`src/rtl/stopwatch_pkg.sv`:
```
// Shared types and constants for the stopwatch controller and its BCD counter.
package stopwatch_pkg;

    typedef enum logic [1:0] {
        IDLE    = 2'd0,
        RUNNING = 2'd1,
        PAUSED  = 2'd2,
        LAP     = 2'd3
    } state_t;

    localparam logic [3:0] ZERO = 4'd0;
    localparam logic [3:0] ONE  = 4'd1;
    localparam logic [3:0] NINE = 4'd9;

    localparam int DIGITS = 4;

endpackage

```
`src/rtl/stopwatch_controller_bcd_counter4.sv`:
```
// Four-digit cascaded BCD counter; wrap pulses on the 9999 -> 0000 increment.
module bcd_counter4
    import stopwatch_pkg::*;
(
    input  logic        clock,
    input  logic        reset,
    input  logic        enable,
    input  logic        clear,
    output logic [15:0] value,
    output logic        wrap
);

    logic [DIGITS-1:0][3:0] digits;
    logic [DIGITS-1:0][3:0] next_digits;
    logic [DIGITS:0]        carry;

    always_comb begin
        // NOTE: defaults first so every path assigns and no latch is inferred.
        next_digits = digits;
        carry[0]    = enable;
        for (int i = 0; i < DIGITS; i++) begin
            carry[i+1] = carry[i] && (digits[i] == NINE);
            if (carry[i]) begin
                next_digits[i] = (digits[i] == NINE) ? ZERO : digits[i] + ONE;
            end
        end
    end

    assign wrap  = carry[DIGITS];
    assign value = digits;

    always_ff @(posedge clock or posedge reset) begin
        if (reset) begin
            digits <= '0;
        end else if (clear) begin
            digits <= '0;
        end else begin
            digits <= next_digits;
        end
    end

endmodule

```
`src/rtl/stopwatch_controller.sv`:
```
// Stopwatch sequencing: run/pause/lap FSM, tick prescaler, lap snapshot, display scan.
// Optional lap feature enabled by defining STOPWATCH_LAP_EN.
module stopwatch_controller
    import stopwatch_pkg::*;
#(
    parameter int TICK_DIV = 1_000_000,
    parameter int SCAN_DIV = 100_000
) (
    input  logic        clock,
    input  logic        reset,
    input  logic        startStop,
    input  logic        lapIn,
    input  logic        clearIn,
    output logic [15:0] displayValue,
    output logic [3:0]  anodeOut,
    output logic [3:0]  digitOut,
    output logic        running,
    output logic        lapActive,
    output logic        wrapped
);

    localparam int PW = (TICK_DIV > 1) ? $clog2(TICK_DIV) : 1;
    localparam int SW = (SCAN_DIV > 1) ? $clog2(SCAN_DIV) : 1;
    localparam logic [PW-1:0] TICK_LAST = PW'(TICK_DIV - 1);
    localparam logic [SW-1:0] SCAN_LAST = SW'(SCAN_DIV - 1);

    state_t        state;
    logic [PW-1:0] prescale;
    logic [SW-1:0] scan_count;
    logic [1:0]    digit_idx;
    logic [15:0]   count;
    logic          count_wrap;
    logic          counting;
    logic          tick;

    assign counting = (state == RUNNING) || (state == LAP);
    assign tick     = counting && (prescale == TICK_LAST);

    always_ff @(posedge clock or posedge reset) begin
        if (reset) begin
            state     <= IDLE;
            running   <= 1'b0;
            lapActive <= 1'b0;
        end else if (clearIn) begin
            state     <= IDLE;
            running   <= 1'b0;
            lapActive <= 1'b0;
        end else begin
            case (state)
                IDLE, PAUSED: begin
                    if (startStop) begin
                        state   <= RUNNING;
                        running <= 1'b1;
                    end
                end
                RUNNING: begin
                    if (startStop) begin
                        state   <= PAUSED;
                        running <= 1'b0;
`ifdef STOPWATCH_LAP_EN
                    end else if (lapIn) begin
                        state     <= LAP;
                        lapActive <= 1'b1;
`endif
                    end
                end
`ifdef STOPWATCH_LAP_EN
                LAP: begin
                    if (startStop) begin
                        state     <= PAUSED;
                        running   <= 1'b0;
                        lapActive <= 1'b0;
                    end else if (lapIn) begin
                        state     <= RUNNING;
                        lapActive <= 1'b0;
                    end
                end
`endif
                default: begin
                    state     <= IDLE;
                    running   <= 1'b0;
                    lapActive <= 1'b0;
                end
            endcase
        end
    end

    // Prescaler holds while paused so a resume finishes the partial period.
    always_ff @(posedge clock or posedge reset) begin
        if (reset) begin
            prescale <= '0;
        end else if (clearIn) begin
            prescale <= '0;
        end else if (counting) begin
            prescale <= (prescale == TICK_LAST) ? '0 : prescale + PW'(1);
        end
    end

    bcd_counter4 u_counter (
        .clock  (clock),
        .reset  (reset),
        .enable (tick),
        .clear  (clearIn),
        .value  (count),
        .wrap   (count_wrap)
    );

    always_ff @(posedge clock or posedge reset) begin
        if (reset) begin
            wrapped <= 1'b0;
        end else if (clearIn) begin
            wrapped <= 1'b0;
        end else if (count_wrap) begin
            wrapped <= 1'b1;
        end
    end

`ifdef STOPWATCH_LAP_EN
    logic [15:0] lap_value;

    // Captures the pre-increment count; startStop outranks lapIn in the same cycle.
    always_ff @(posedge clock or posedge reset) begin
        if (reset) begin
            lap_value <= '0;
        end else if (clearIn) begin
            lap_value <= '0;
        end else if (!startStop && lapIn && (state == RUNNING)) begin
            lap_value <= count;
        end
    end

    assign displayValue = lapActive ? lap_value : count;
`else
    logic unused_lap;
    assign unused_lap   = lapIn;
    assign displayValue = count;
`endif

    always_ff @(posedge clock or posedge reset) begin
        if (reset) begin
            scan_count <= '0;
            digit_idx  <= 2'd0;
        end else if (scan_count == SCAN_LAST) begin
            scan_count <= '0;
            digit_idx  <= digit_idx + 2'd1;
        end else begin
            scan_count <= scan_count + SW'(1);
        end
    end

    assign anodeOut = ~(4'b0001 << digit_idx);
    assign digitOut = displayValue[{digit_idx, 2'b00} +: 4];

endmodule

```
`config.mk`:
```
export PLATFORM = sky130hd
export DESIGN_NAME = stopwatch_controller
export DESIGN_NICKNAME = d
export VERILOG_FILES = /design/src/rtl/stopwatch_pkg.sv /design/src/rtl/stopwatch_controller_bcd_counter4.sv /design/src/rtl/stopwatch_controller.sv
export SDC_FILE = /design/constraint.sdc
export NUM_CORES = 1
export LEC_CHECK = 0
export ABC_AREA = 1
export CORE_AREA = 8 8 119 121
export CTS_CLUSTER_DIAMETER = 150
export DETAILED_ROUTE_END_ITERATION = 7
export DIE_AREA = 0 0 127 129
export GPL_TIMING_DRIVEN = 0
export PLACE_DENSITY = 0.49
export SYNTH_ARGS = -nofsm -noshare
export SYNTH_HDL_FRONTEND = slang
export SYNTH_HIERARCHICAL = 1
export SYNTH_SLANG_ARGS = --single-unit
```
`constraint.sdc`:
```
create_clock -name clock -period 3.3 [get_ports clock]
set_input_delay 0.66 -clock clock [delete_from_list [all_inputs] [get_ports clock]]
set_output_delay 0.66 -clock clock [all_outputs]
set_load 0.02 [all_outputs]
```
=== After elaboration in Yosys (flattened, before gate mapping) ===
Index checks and enable logic that the tools add are counted.

* Shift-type cells: 2
* Muxes and demuxes: 25
* $add $sub $neg: 7
* Bitwise logic cells: 1
* Eq/ne operators: 12
* Reduce and logical (&&, ||, !) cells: 16

{| class="wikitable"
|+ Operators by type and width
! cell !! count
|-
| 20-bit 2-to-1 mux || 3
|-
| 4-bit 2-to-1 mux || 8
|-
| 20-bit by 1-bit adder with 20-bit output (second input constant) || 1
|-
| 20-bit equality test (second input constant) || 1
|-
| 17-bit by 1-bit adder with 17-bit output (second input constant) || 1
|-
| 17-bit equality test (second input constant) || 1
|-
| 17-bit 2-to-1 mux || 1
|-
| 4-bit by 1-bit adder with 4-bit output (second input constant) || 4
|-
| 4-bit equality test (second input constant) || 4
|-
| 16-bit 2-to-1 mux || 1
|-
| 16-bit by 5-bit indexed part select with 4-bit output || 1
|-
| 2-bit nonzero test || 6
|-
| 1-bit 2-to-1 mux || 7
|-
| 2-bit 2-to-1 mux || 3
|-
| 3-bit inequality test (second input constant) || 2
|-
| 1-bit logical AND || 5
|-
| 2-bit equality test (second input constant) || 2
|-
| 4-bit inverter || 1
|-
| 2-bit case mux with 2 select lines || 1
|-
| 1-bit by 2-bit << shifter with 4-bit output (first input constant) || 1
|-
| 3-bit OR reduction || 1
|-
| 2-bit by 1-bit adder with 2-bit output (second input constant) || 1
|-
| 2-bit by 1-bit equality test with 1-bit output (second input constant) || 1
|-
| 2-bit logical NOT || 1
|-
| other kinds (5) || 5
|}

* Output and inout bits: 27
* Flip-flop bits (word level): 60

=== Depth between registers and ports, before layout ===
Gate-level depths: netlist of run 1.

* Word-level depth: 9
* Gate-level depth with buffers: 12
* Depth with buffers taken out: 12

=== Hierarchy ===
The synthesis of run 1 kept the hierarchy.

{| class="wikitable"
|+ Modules (own cells, without submodules)
! module !! cells an instance !! times used !! area an instance (um^2)
|-
| stopwatch_controller || 333 || 1 || 2620.0
|-
| bcd_counter4 || 126 || 1 || 1001.0
|}

=== Least setup slack after synthesis of run 1 ===
No wires, ideal clock.

* Path type: reg2out
* Start point: register digit_idx[0]
* End point: output digitOut[0]
* Slack: 1521 ps
* Arrival: 1119 ps
* Cell stages (with the launch flop): 5
* Data required time: 2640 ps
* Cells stage by stage: dfrtp_1 buf_2 clkinv_1 o21ai_0 o22ai_1

* Longest elaborated chain between the ends: 1

{| class="wikitable"
|+ Ends and longest elaborated chain
! item !! line !! source
|-
| start: declaration || stopwatch_controller.sv:30 || <nowiki>logic [1:0] digit_idx;</nowiki>
|-
| start signal: assignment || stopwatch_controller.sv:145 || <nowiki>digit_idx <= digit_idx + 2'd1;</nowiki>
|-
| 16-bit by 5-bit indexed part select with 4-bit output || stopwatch_controller.sv:152 || <nowiki>assign digitOut = displayValue[{digit_idx, 2'b00} +: 4];</nowiki>
|-
| end: declaration || stopwatch_controller.sv:16 || <nowiki>output logic [3:0] digitOut,</nowiki>
|}

No other way between the ends.

=== Worst setup path after layout of run 1 ===
* Start point: register digit_idx[0]
* End point: output anodeOut[0]

* Longest elaborated chain between the ends: 2

{| class="wikitable"
|+ Ends and longest elaborated chain
! item !! line !! source
|-
| 1-bit by 2-bit << shifter with 4-bit output || stopwatch_controller.sv:151 || <nowiki>assign anodeOut = ~(4'b0001 << digit_idx);</nowiki>
|-
| 4-bit inverter || stopwatch_controller.sv:151 ||
|-
| end: declaration || stopwatch_controller.sv:15 || <nowiki>output logic [3:0] anodeOut,</nowiki>
|}

No other way between the ends.

==> run summary, run 1 <==
status: finished, final reports clean
Comb power frac: 0.050
Slew HR: 0.580
Layout Skew: 0.00579 ns
post-CTS sizing: 0
Max Clk Rate: 362 MHz
share of the synthesized area in the top cell type: 0.401
drc violations: 0
leakage dissipation: 0.00200 uW
final count of hold timing violations: 0
Detailed Routing Iterations Pass 1: 4
Syn Area/Cell: 7.89 um2
Final Max Slew Viols: 0
vias in the first global route: 2993
I/O pins: 32
setup_tns: 0 ns
top cells by area, synth: dfrtp_1 (40%), nand2_1 (7.8%), nor2_1 (6.9%), inv_1 (6.1%), ha_1 (4.8%)
Hold Crit Class: flop to flop
H-tree depth: 3
routed vias: 3032
iteration-0 DRC count of the detailed router: 123
Post-CTS Setup Bufs: 0
Max clock buf depth: 2
GR Util All Layers: 0.107
Post-Syn Nets: 478
most frequent cells after synthesis: nand2_1 (75), nor2_1 (67), inv_1 (59), dfrtp_1 (58), nand3_1 (27)
initial antenna violation count: 0
final setup vio count: 0
CP Class: flop to output pin
Sequential Power Share: 0.422
largest net degree at the start of global routing: 29
DP Wirelength: 6140 um
clk root buf: clkbuf_16
gpl congestion: 0.868
first-pass GRT wire length: 14300 um
core area: 12300 um2
antenna cells: 0
Finished Cell Area: 4410 um2
row count: 41
cell with the most instances after synthesis: nand2_1
Tmin final: 2.76 ns
Area after DPL: 4120 um2
port bufs: 29
Net Sw Frac: 0.217
cell-internal power: 1340 uW
Post-DRT Antenna Nets: 0
full die area: 16400 um2
CP Launch Type: flop
Sink Count: 58
total CTS buffers: 9
Crit Path Max Fanout: 11
die height: 129 um
Avg WL per Cell: 12.5 um
VDD IR max: 0.247 mV
Worst-Margin Slew: 0.630 ns
Post-Syn Instances: 459
maxcap violations: 0
final hold slack: 0.456 ns
Via density: 4.64
WP data arrival: 2.10 ns
clock power share: 0.529
ratio of cells with drive above 1 in the final layout: 0.153
mapped cell area: 3620 um2
Tcrit/Tclk final: 0.836
number of synthesis warnings: 6
Clock Latency Late Sink: 0.32 ns
setup repair after global routing missed its margin: false
clock slew at reported path FFs: 0.05 ns
GRT overflow: 0
Initial Util: 0.294
top_reg_cell synth: dfrtp_1
post-synthesis sequential area ratio: 0.401
EDFF count, synth: 0
CTS Hold Bufs: 0
final WL: 8160 um
Horiz. Die Dim: 127 um
Area Growth Syn to Fin: 21.7%
Final #Nets: 519
Power Density: 390 nW/um2
NetSw: 373 uW
CTS tree: yes
Synth area leader: dfrtp_1
Critical Path RT: 2.64 ns
FFs w/ async S/R, synth: 1.00
Unique masters post-synth: 40
Crit. End Element: output pin
Seq cells post-synth: 58
==> layer usage <==
layer,up-vias,wire [um],GRT usage
met2,54,3520,0.165
met5,-,0,0
li1,1563,-,-
met4,0,141,0.0392
met1,1403,4130,0.140
met3,12,373,0.0306
==> area by class of cell <==
class                           instances  area (um2)
Timing Repair Buffer                   30         310
Buffer                                  6        56.3
Clock inverter                          3        40.0
Sequential cell                        58        1450
Multi-Input combinational cell        325        1850
Fill cell                            1290        7910
Clock buffer                           12         246
Inverter                               70         268
Tap cell                              150         188
==> power by group through the flow <==
stage / combinational [uW] / sequential [uW] / clock (uW)
global route: 95.4 / 725 / 969
detailed placement: 87.6 / 737 / 0
CTS: 87.9 / 724 / 942
global placement: 83.9 / 737 / 0
floorplan: 53.7 / 737 / 0
finish: 85.0 / 725 / 908
==> per-stage QoR <==
step / power [uW] / util / worst slack (ns) / std cells
after floorplan: 791 / - / 1.52 / 459
after global placement: 821 / 0.333 / 0.581 / 638
after detailed placement: 824 / 0.335 / 0.847 / 639
after CTS: 1750 / 0.358 / 0.513 / 654
after global routing: 1790 / 0.358 / 0.375 / 654
final: 1720 / 0.358 / 0.541 / 654
==> registers in the layout, indices dropped and copies added (netlist names) <==
signal	flops
digit_idx	2
prescale	20
scan_count	17
state	2
u_counter/value	16
wrapped	1
==> cells by family (layout without fill, tap and decap cells) <==
kind of cell | count (synthesis) | after routing | share of synthesized area
simple gates | 246 | 246 | 0.343
buf+inv | 76 | 121 | 0.0895
flops | 58 | 58 | 0.401
compound gates | 43 | 43 | 0.0663
xor+xnor | 21 | 21 | 0.0508
fa+ha+maj | 14 | 14 | 0.0484
other cells | 1 | 1 | 0.00104
==> placed cells by master (no fill, tap or decap), types with 17 or more instances in the layout <==
master,synthesis,layout
inv_1,59,58
nand2_1,75,75
xor2_1,20,20
nor2_2,20,20
clkdlybuf4s50_1,0,29
nor2_1,67,67
o21ai_0,17,17
nand3_1,27,27
nand4_1,20,20
dfrtp_1,58,58
==> path summary, 6_finish.rpt <==
kind | start | end | slack [ns] | depth (start not counted)
setup / recovery | digit_idx[0]$_DFFE_PP0N_ | anodeOut[0] | 0.54 | 5
hold / removal | scan_count[0]$_DFF_PP0_ | scan_count[0]$_DFF_PP0_ | 0.46 | 1
setup reg to reg | prescale[0]$_DFFE_PP0P_ | wrapped$_DFFE_PP0P_ | 1.22 | 11
hold reg to reg | scan_count[0]$_DFF_PP0_ | scan_count[0]$_DFF_PP0_ | 0.46 | 1
max in group asynchronous | reset | u_counter/value[13]$_DFFE_PP0P_ | 2.07 | 2
min in group asynchronous | reset | prescale[5]$_DFFE_PP0P_ | 0.70 | 2
==> critical path, stage by stage, from the launching register on <==
cell	delay [ns]
dfrtp_1	0.37
buf_2	0.20
clkinv_1	0.27
ha_1	0.29
inv_1	0.06
clkdlybuf4s50_1	0.60
No activity file was read; power rests on OpenSTA's default activity.
==> inputs of run 2 (changes only) <==
--- a/config.mk
+++ b/config.mk
@@ -11,7 +11,7 @@
 export DETAILED_ROUTE_END_ITERATION = 7
 export DIE_AREA = 0 0 127 129
 export GPL_TIMING_DRIVEN = 0
-export PLACE_DENSITY = 0.49
+export PLACE_DENSITY = 0.5
 export SYNTH_ARGS = -nofsm -noshare
 export SYNTH_HDL_FRONTEND = slang
 export SYNTH_HIERARCHICAL = 1
==> constraint.sdc (replaced) <==
create_clock -name clock -period 2.4 [get_ports clock]
set_input_delay 0.48 -clock clock [delete_from_list [all_inputs] [get_ports clock]]
set_output_delay 0.48 -clock clock [all_outputs]
set_load 0.02 [all_outputs]
==> run 2 against run 1 <==
Global-route usage up 0.23 points. Sequential power is 37% higher. Total power rose by 46%. Highest routed layer unchanged. Register-to-register slack got worse by 0.90 ns. Critical path type unchanged. First-iteration DRC count rose by 33%. Die area did not move.
==> run summary, run 2 (same netlist as run 1, synthesis figures left out) <==
Max Clk Rate: 457 MHz
final WL: 8310 um (+1.8%)
DP Worst Slack: 0.124 ns (-0.724 ns)
Horiz. Die Dim: 127 um (unchanged)
Crit. End Element: output pin
H-tree depth: 3 (unchanged)
I/O pins: 32 (unchanged)
leakage dissipation: 0.00204 uW (+2.4%)
Avg WL per Cell: 12.7 um (+1.6%)
iteration-0 DRC count of the detailed router: 164 (+33%)
NetSw: 543 uW (+45%)
Crit Path Max Fanout: 8 (-3)
Critical Path RT: 1.92 ns (-0.72 ns)
vias in the first global route: 3041 (+1.6%)
Max clock buf depth: 2 (unchanged)
status: finished, final reports clean
maxcap violations: 0 (unchanged)
final hold slack: 0.451 ns (-0.00532 ns)
WP data arrival: 1.71 ns (-0.39 ns)
CP Launch Type: flop
cell-internal power: 1960 uW (+46%)
die height: 129 um (unchanged)
Slew HR: 0.571 (-0.00838)
Sequential Power Share: 0.398 (-0.024)
Final #Nets: 519 (unchanged)
Initial Util: 0.294 (unchanged)
Final Max Slew Viols: 0 (unchanged)
antenna cells: 0 (unchanged)
Comb power frac: 0.046 (-0.004)
gpl congestion: 0.832 (-4.1%)
CTS Hold Bufs: 0 (unchanged)
Tmin final: 2.19 ns
critical path cell sequence: inv_1, ha_1, inv_1, clkdlybuf4s50_1
final setup vio count: 0 (unchanged)
DP Wirelength: 6170 um (+0.52%)
GR Util All Layers: 0.109 (+0.00230)
met1 WL: 4000 um (-3.2%)
VDD IR max: 0.349 mV (+41%)
clock slew at reported path FFs: 0.06 ns (about the same)
critical path's top delay family: buffers and inverters
GRT overflow: 0 (unchanged)
Reg with most FFs: prescale
Layout Skew: 0.00448 ns (-0.00131 ns)
full die area: 16400 um2 (unchanged)
Hold Crit Class: input pin to asynchronous set/reset pin
Worst-Margin Slew: 0.642 ns (+0.0126 ns)
CTS tree: yes
clock power share: 0.555 (+0.026)
Detailed Routing Iterations Pass 1: 6 (+2)
Power Density: 563 nW/um2 (+45%)
final count of hold timing violations: 0 (unchanged)
max FFs per register: 20 (unchanged)
commonest non-fill, non-tap cell in the layout: nand2_1
Area Growth Syn to Fin: 22.6%
register area: 1450 um2 (about the same)
row count: 41 (unchanged)
fill cell count: 1285 (-0.39%)
initial antenna violation count: 0 (unchanged)
area of the multi-input gates: 1850 um2 (unchanged)
Via density: 4.70 (+1.3%)
WP buf/inv: 3 (-1)
Post-CTS Setup Bufs: 0 (unchanged)
clk root buf: clkbuf_16
Net Sw Frac: 0.217 (-0.000235)
first-pass GRT wire length: 14600 um (+2.6%)
largest net degree at the start of global routing: 35 (+21%)
wire length on met3: 382 um (+2.4%)
Sink Count: 58 (unchanged)
port bufs: 29 (unchanged)
uppermost layer routed: met4
Clock Latency Late Sink: 0.33 ns (about the same)
CP peak stage delay: 0.60 ns (about the same)
CP Class: flop to output pin
most frequent cells in the layout: nand2_1 (75), nor2_1 (67), inv_1 (58)
Slowest cell on crit path: clkdlybuf4s50_1
CP most frequent cell: inv_1
setup repair after global routing missed its margin: false
routed vias: 3077 (+1.5%)
fin worst setup slack: 0.212 ns (-0.329 ns)
Tcrit/Tclk final: 0.912
met2 routed WL: 3860 um (+9.6%)
Post-DRT Antenna Nets: 0 (unchanged)
core area: 12300 um2 (unchanged)
total CTS buffers: 9 (unchanged)
drc violations: 0 (unchanged)
ratio of cells with drive above 1 in the final layout: 0.160 (+0.00762)
[run 2: final cells by class]
class / count / area share
plain buffers: 6 / 0.0127
clock buffers: 11 / 0.0547
clock inverters: 5 / 0.0175
inverters: 70 / 0.0606
multi-input cells: 325 / 0.416
flip-flops and latches: 58 / 0.327
well taps: 150 / 0.0423
repair buffers: 30 / 0.0691
[run 2: metrics by stage]
stage	total power, uW	setup TNS, ns	util	cells	area (um2)
2_1_floorplan	1090	0	-	459	3620
3_3_place_gp	1130	-5.97	0.333	638	4100
3_5_place_dp	1130	0	0.335	639	4120
4_1_cts	2550	0	0.360	655	4430
5_1_grt	2600	0	0.360	655	4440
6_report	2500	0	0.360	655	4440
[run 2: routing by layer]
| layer | up-vias | global-route usage |
|---|---|---|
| met4 | 0 | 0.0364 |
| li1 | 1567 | - |
| met5 | - | 0 |
| met1 | 1451 | 0.138 |
| met2 | 53 | 0.174 |
| met3 | 6 | 0.0339 |
[run 2: repair_timing]
action / CTS / global route
resized for setup: 6 / 2
setup endpoints to repair: 6 / 2
cloned: 0 / 0
[run 2: path summary, 6_finish.rpt]
kind,from,endpoint,slack [ns],depth (start not counted)
hold / removal,reset,scan_count[8]$_DFF_PP0_,0.45,2
max in group asynchronous,reset,u_counter/value[10]$_DFFE_PP0P_,1.36,2
min in group clock,scan_count[0]$_DFF_PP0_,scan_count[0]$_DFF_PP0_,0.46,1
setup reg to reg,prescale[0]$_DFFE_PP0P_,wrapped$_DFFE_PP0P_,0.32,11
setup / recovery,digit_idx[1]$_DFFE_PP0N_,anodeOut[1],0.21,4
hold reg to reg,scan_count[0]$_DFF_PP0_,scan_count[0]$_DFF_PP0_,0.46,1
[run 2: worst reg2reg max path, cell delays in order, from the launching register on]
cell and delay, ns:
dfrtp_1 0.40, ha_1 0.21, nand2_2 0.10, nor3b_4 0.26, nand3_1 0.11, nor2_1 0.20
inv_1 0.11, nor2_2 0.21, nand3_2 0.15, nor2_1 0.14, nor2_1 0.05, nor2_1 0.07
[run 2: power groups by stage]
stage          Combinational (uW)  Sequential [uW]  Clock (uW)
4_1_cts                       120              996        1430
3_3_place_gp                  115             1010           0
3_5_place_dp                  121             1010           0
2_1_floorplan                73.9             1010           0
6_report                      116              996        1390
5_1_grt                       131              996        1470
==> RTL edit 1: new RTL, settings of run 2 <==
`SCAN_DIV`: 100_000 -> 50_000.
--- a/src/rtl/stopwatch_controller.sv
+++ b/src/rtl/stopwatch_controller.sv
@@ -4,7 +4,7 @@
     import stopwatch_pkg::*;
 #(
     parameter int TICK_DIV = 1_000_000,
-    parameter int SCAN_DIV = 100_000
+    parameter int SCAN_DIV = 50_000
 ) (
     input  logic        clock,
     input  logic        reset,
Formal check against the unedited RTL: same outputs for any inputs over 10 cycles, from zero or initial values and one cycle with reset high; that may be too few to reach the edited logic, so the function may still have changed.
==> RTL edit 1 against run 2 <==
Cell area shrank 2.7%. Wire length up 3.7%. Worst setup slack got worse by 0.081 ns. Sequential cell count is 1 lower. Power is 1.2% lower. Via count is 1.7% higher. Non-clock buffer count unchanged. First-iteration DRC count is 32% higher. Worst hold slack got worse by 0.080 ns. Core utilization down 0.96 points. Cell count rose by 2.1%. Synthesized area shrank 3.4%. Largest power group unchanged.
==> RTL edit 1: results (changes against run 2) <==
stage	metric	value	unit	change
sta	tightest_slew	0.678	ns	was 0.642 ns
outcome	outcome	completed		unchanged
pwr	vdd_drop_max	0.275	mV	was 0.349 mV
detailed_routing	dr.pass1.iters	5		was 6
yosys	synth_common_cells	nand2_1, nor2_1, inv_1		unchanged
worst_hold_path	hold_path.class	in2async		unchanged
yosys	syn_nets	492		was 478
clock_network	post_cts_resized	6		unchanged
detailed_routing	wire_per_inst	12.9	microns	was 12.7 microns
yosys	yosysTopAreaCell	dfrtp_1		unchanged
yosys	avgSynthCellArea	7.40	sq um	was 7.89 sq um
worst_setup_path	critPathMaxFanout	7		was 8
cells_and_area	largest_reg_flops	20		unchanged
pwr	total_leakage_power	2.08	nW	was 2.04 nW
placement	place_inst	653		was 639
worst_setup_path	reg2reg_from	prescale[0]$_DFFE_PP0P_		unchanged
cells_and_area	fin_nets	533		was 519
cells_and_area	drive_above_1_share	10.4	%	was 16.0%
detailed_routing	dr_total_vias	3130		was 3,077
grt	grt_util_all_layers	11.2	%	was 10.9%
worst_setup_path	worstPathArrival	1.79	ns	was 1.71 ns
yosys	ys_warn_count	6		unchanged
placement	place_ws	0.0496	ns	was 0.124 ns
clock_network	clock_latency	0.33	ns	about the same
grt	grt_pass1_wl	14800	microns	was 14,600 microns
sta	clock-skew-final	0.00759	ns	was 0.00448 ns
detailed_routing	initialDrtViolationCount	216		was 164
pwr	switching_share	22.2	%	was 21.7%
grt	grt_max_degree	40		was 35
yosys	synth_async_sr_flop_share	100	%	unchanged
placement	globalplace.congestion	0.858		was 0.832
yosys	seq_area_frac_synth	40.8	%	was 40.1%
placement	hpwl	6400	microns	was 6170 microns
yosys	synth_area_leaders	dfrtp_1, nand2_1, nor2_1, inv_1, nand3_1		was dfrtp_1, nand2_1, nor2_1, inv_1, ha_1
yosys	ys_types	30		was 40
clock_network	cts_setup_buffers	0		unchanged
cells_and_area	final_cells	669		was 655
[RTL edit 1: changes by cell type in the layout (fill, tap and decap cells not counted), moves of 2 or more]
| cell | before | now |
|---|---|---|
| inv_1 | 58 | 64 |
| nand3b_1 | 4 | 1 |
| xor2_1 | 20 | 17 |
| nand4_1 | 20 | 15 |
| dlymetal6s2s_1 | 1 | 3 |
| inv_2 | 10 | 7 |
| nand2_1 | 75 | 94 |
| nor2_4 | 4 | 7 |
| dlygate4sd2_1 | 5 | 3 |
| clkinv_2 | 3 | 5 |
| nand3_1 | 27 | 36 |
| nor2_2 | 20 | 3 |
| nor2_1 | 67 | 85 |
[RTL edit 1: logic make-up (layout without fill, tap and decap cells)]
family	Yosys count	count (layout)	synth area share, %
buf+inv	78	124	9.01
xor+xnor	17	17	4.26
simple gates	264	264	34.3
fa+ha+maj	14	14	5.01
other cells	1	1	0.107
compound gates	42	42	6.58
flops	57	57	40.8
[RTL edit 1: cell type report]
class,instances,area [sq um]
plain buffers,6,45.0
clock buffers,9,225
clock inverters,7,85.1
fillers,1308,7990
inverters,72,275
multi-input cells,338,1760
flip-flops and latches,57,1430
well taps,150,188
repair buffers,30,314
[RTL edit 1: routing by layer]
layer / GRT usage (%) / vias up / part of all wire, %
li1: - / 1584 / -
met5: 0 / - / 0
met2: 18.0 / 56 / 45
met1: 14.1 / 1479 / 49
met4: 3.99 / 0 / 1.4
met3: 3.14 / 11 / 4.7
[RTL edit 1: worst max-delay path, stage by stage, from the launching register on]
cell             delay, ns
dfrtp_1               0.44
inv_1                 0.17
ha_1                  0.21
inv_1                 0.05
clkdlybuf4s50_1       0.59
[RTL edit 1: worst min path at each step]
stage	slack, ns	end	startpoint
floorplan	0.39	u_counter/value[0]$_DFFE_PP0P_	reset
global placement	0.45	scan_count[0]$_DFF_PP0_	scan_count[0]$_DFF_PP0_
finish	0.37	digit_idx[0]$_DFFE_PP0N_	reset
CTS	0.36	digit_idx[1]$_DFFE_PP0N_	reset
global route	0.38	digit_idx[1]$_DFFE_PP0N_	reset
detailed placement	0.46	scan_count[0]$_DFF_PP0_	scan_count[0]$_DFF_PP0_
[RTL edit 1: power by group through the flow]
stage                     clock network [mW]  registers [mW]  logic [mW]
after floorplan                            0            1.01      0.0805
after global placement                     0            1.01       0.123
after detailed placement                   0            1.02       0.130
after CTS                               1.38           0.999       0.130
after global routing                    1.41            1.00       0.146
final                                   1.35           0.999       0.127
[RTL edit 1: through the flow]
| stage | cell area [sq um] | hold slack (ns) |
|---|---|---|
| 2_1_floorplan | 3500 | 0.394 |
| 3_3_place_gp | 3980 | 0.445 |
| 3_5_place_dp | 4000 | 0.457 |
| 4_1_cts | 4310 | 0.365 |
| 5_1_grt | 4320 | 0.376 |
| 6_report | 4320 | 0.371 |
==> RTL edit 2: new RTL, config.mk and constraints of run 2 <==
Without the edit above. Put a register stage on the outputs `anodeOut` and `digitOut`, without a reset. The values now appear one clock later. The other outputs are not delayed to match.
--- a/src/rtl/stopwatch_controller.sv
+++ b/src/rtl/stopwatch_controller.sv
@@ -148,8 +148,10 @@
         end
     end
 
-    assign anodeOut = ~(4'b0001 << digit_idx);
-    assign digitOut = displayValue[{digit_idx, 2'b00} +: 4];
+    always_ff @(posedge clock) begin
+        anodeOut <= ~(4'b0001 << digit_idx);
+        digitOut <= displayValue[{digit_idx, 2'b00} +: 4];
+    end
 
 endmodule
 
Behaviour: no difference found for any inputs over 10 cycles, from zero or initial values and one cycle with reset high; that may be too few to reach the edited logic, so the function may still have changed.
==> RTL edit 2 against run 2 <==
Synthesized area grew 2.3%. Power shrank 3.5%. Worst setup slack gained 0.063 ns. Sequential share of layout area grew 3.3 points. Sequential cell count grew 8. Die area is the same. Sequential power grew 13%. Core utilization grew 0.25 points. Cell count grew 4.0%. Cell area grew 0.70%. Wire length grew 1.2%. Clock power shrank 14%.
==> RTL edit 2: results (changes against run 2) <==
stage	metric	value	unit	change
outcome	outcome	completed		unchanged
worst_setup_path	reg2reg_slack	0.35	ns	was 0.32 ns
sta	setup_ws	0.275	ns	was 0.212 ns
pwr	power_switching	0.540	mW	was 0.543 mW
worst_setup_path	reg2regPathDepth	13		was 11
sta	clock-skew-final	0.0107	ns	was 0.00448 ns
cells_and_area	drive_above_1_share	8.29	%	was 16.0%
pwr	p_per_area	540	nW/um^2	was 563 nW/um^2
grt	globalRouteMet3Util	3.10	%	was 3.39%
placement	place_ws	-0.0837	ns	was 0.124 ns
cells_and_area	fin_nets	545		was 519
grt	grt_pass1_vias	3048		was 3,041
detailed_routing	met2_wirelength	3850	microns	was 3860 microns
detailed_routing	drt-total-wl	8410	microns	was 8310 microns
grt	grt_max_degree	42		was 35
yosys	syn_nets	504		was 478
cells_and_area	nFillCells	1299		was 1,285
detailed_routing	dr.pass1.iters	5		was 6
placement	place_inst	665		was 639
yosys	avgSynthCellArea	7.64	sq um	was 7.89 sq um
placement	hpwl	6250	microns	was 6170 microns
detailed_routing	initialDrtViolationCount	213		was 164
grt	use_met2	16.9	%	was 17.4%
yosys	synth_common_cells	nand2_1, nor2_1, inv_1		unchanged
pwr	total_leakage_power	2.07	nW	was 2.04 nW
worst_setup_path	cp-startpoint	clearIn		was digit_idx[1]$_DFFE_PP0N_
RTL edit 2: changes by cell type after synthesis, moves of 8 or more:
cell and delta:
dfxtp_1 +8, nor2_1 +29, nand2_1 +23, nor2_2 -17
RTL edit 2: final cells by class:
class	count	area [sq um]	area share (%)
multi-input combinational	347	1810	40.5
sequential	66	1610	36.1
timing repair buffer	30	310	6.94
clock buffer	13	250	5.60
inverter	66	248	5.54
tap	150	188	4.20
buffer	6	37.5	0.840
clock inverter	3	15.0	0.336
RTL edit 2: what timing repair did:
action                                  4_1_cts  5_1_grt
endpoints found under the setup margin        0        1
hold buffers                                  0        0
gates resized for setup                       0        1
RTL edit 2: cell families (layout without fill, tap and decap cells):
kind of cell    Yosys count  count (layout)  synth area share (%)
fa+ha+maj                14              14                  4.73
xor+xnor                 18              18                  4.26
other cells               1               1                 0.101
buf+inv                  72             118                  7.70
compound gates           43              43                  6.66
simple gates            271             271                  33.0
flops                    66              66                  43.5
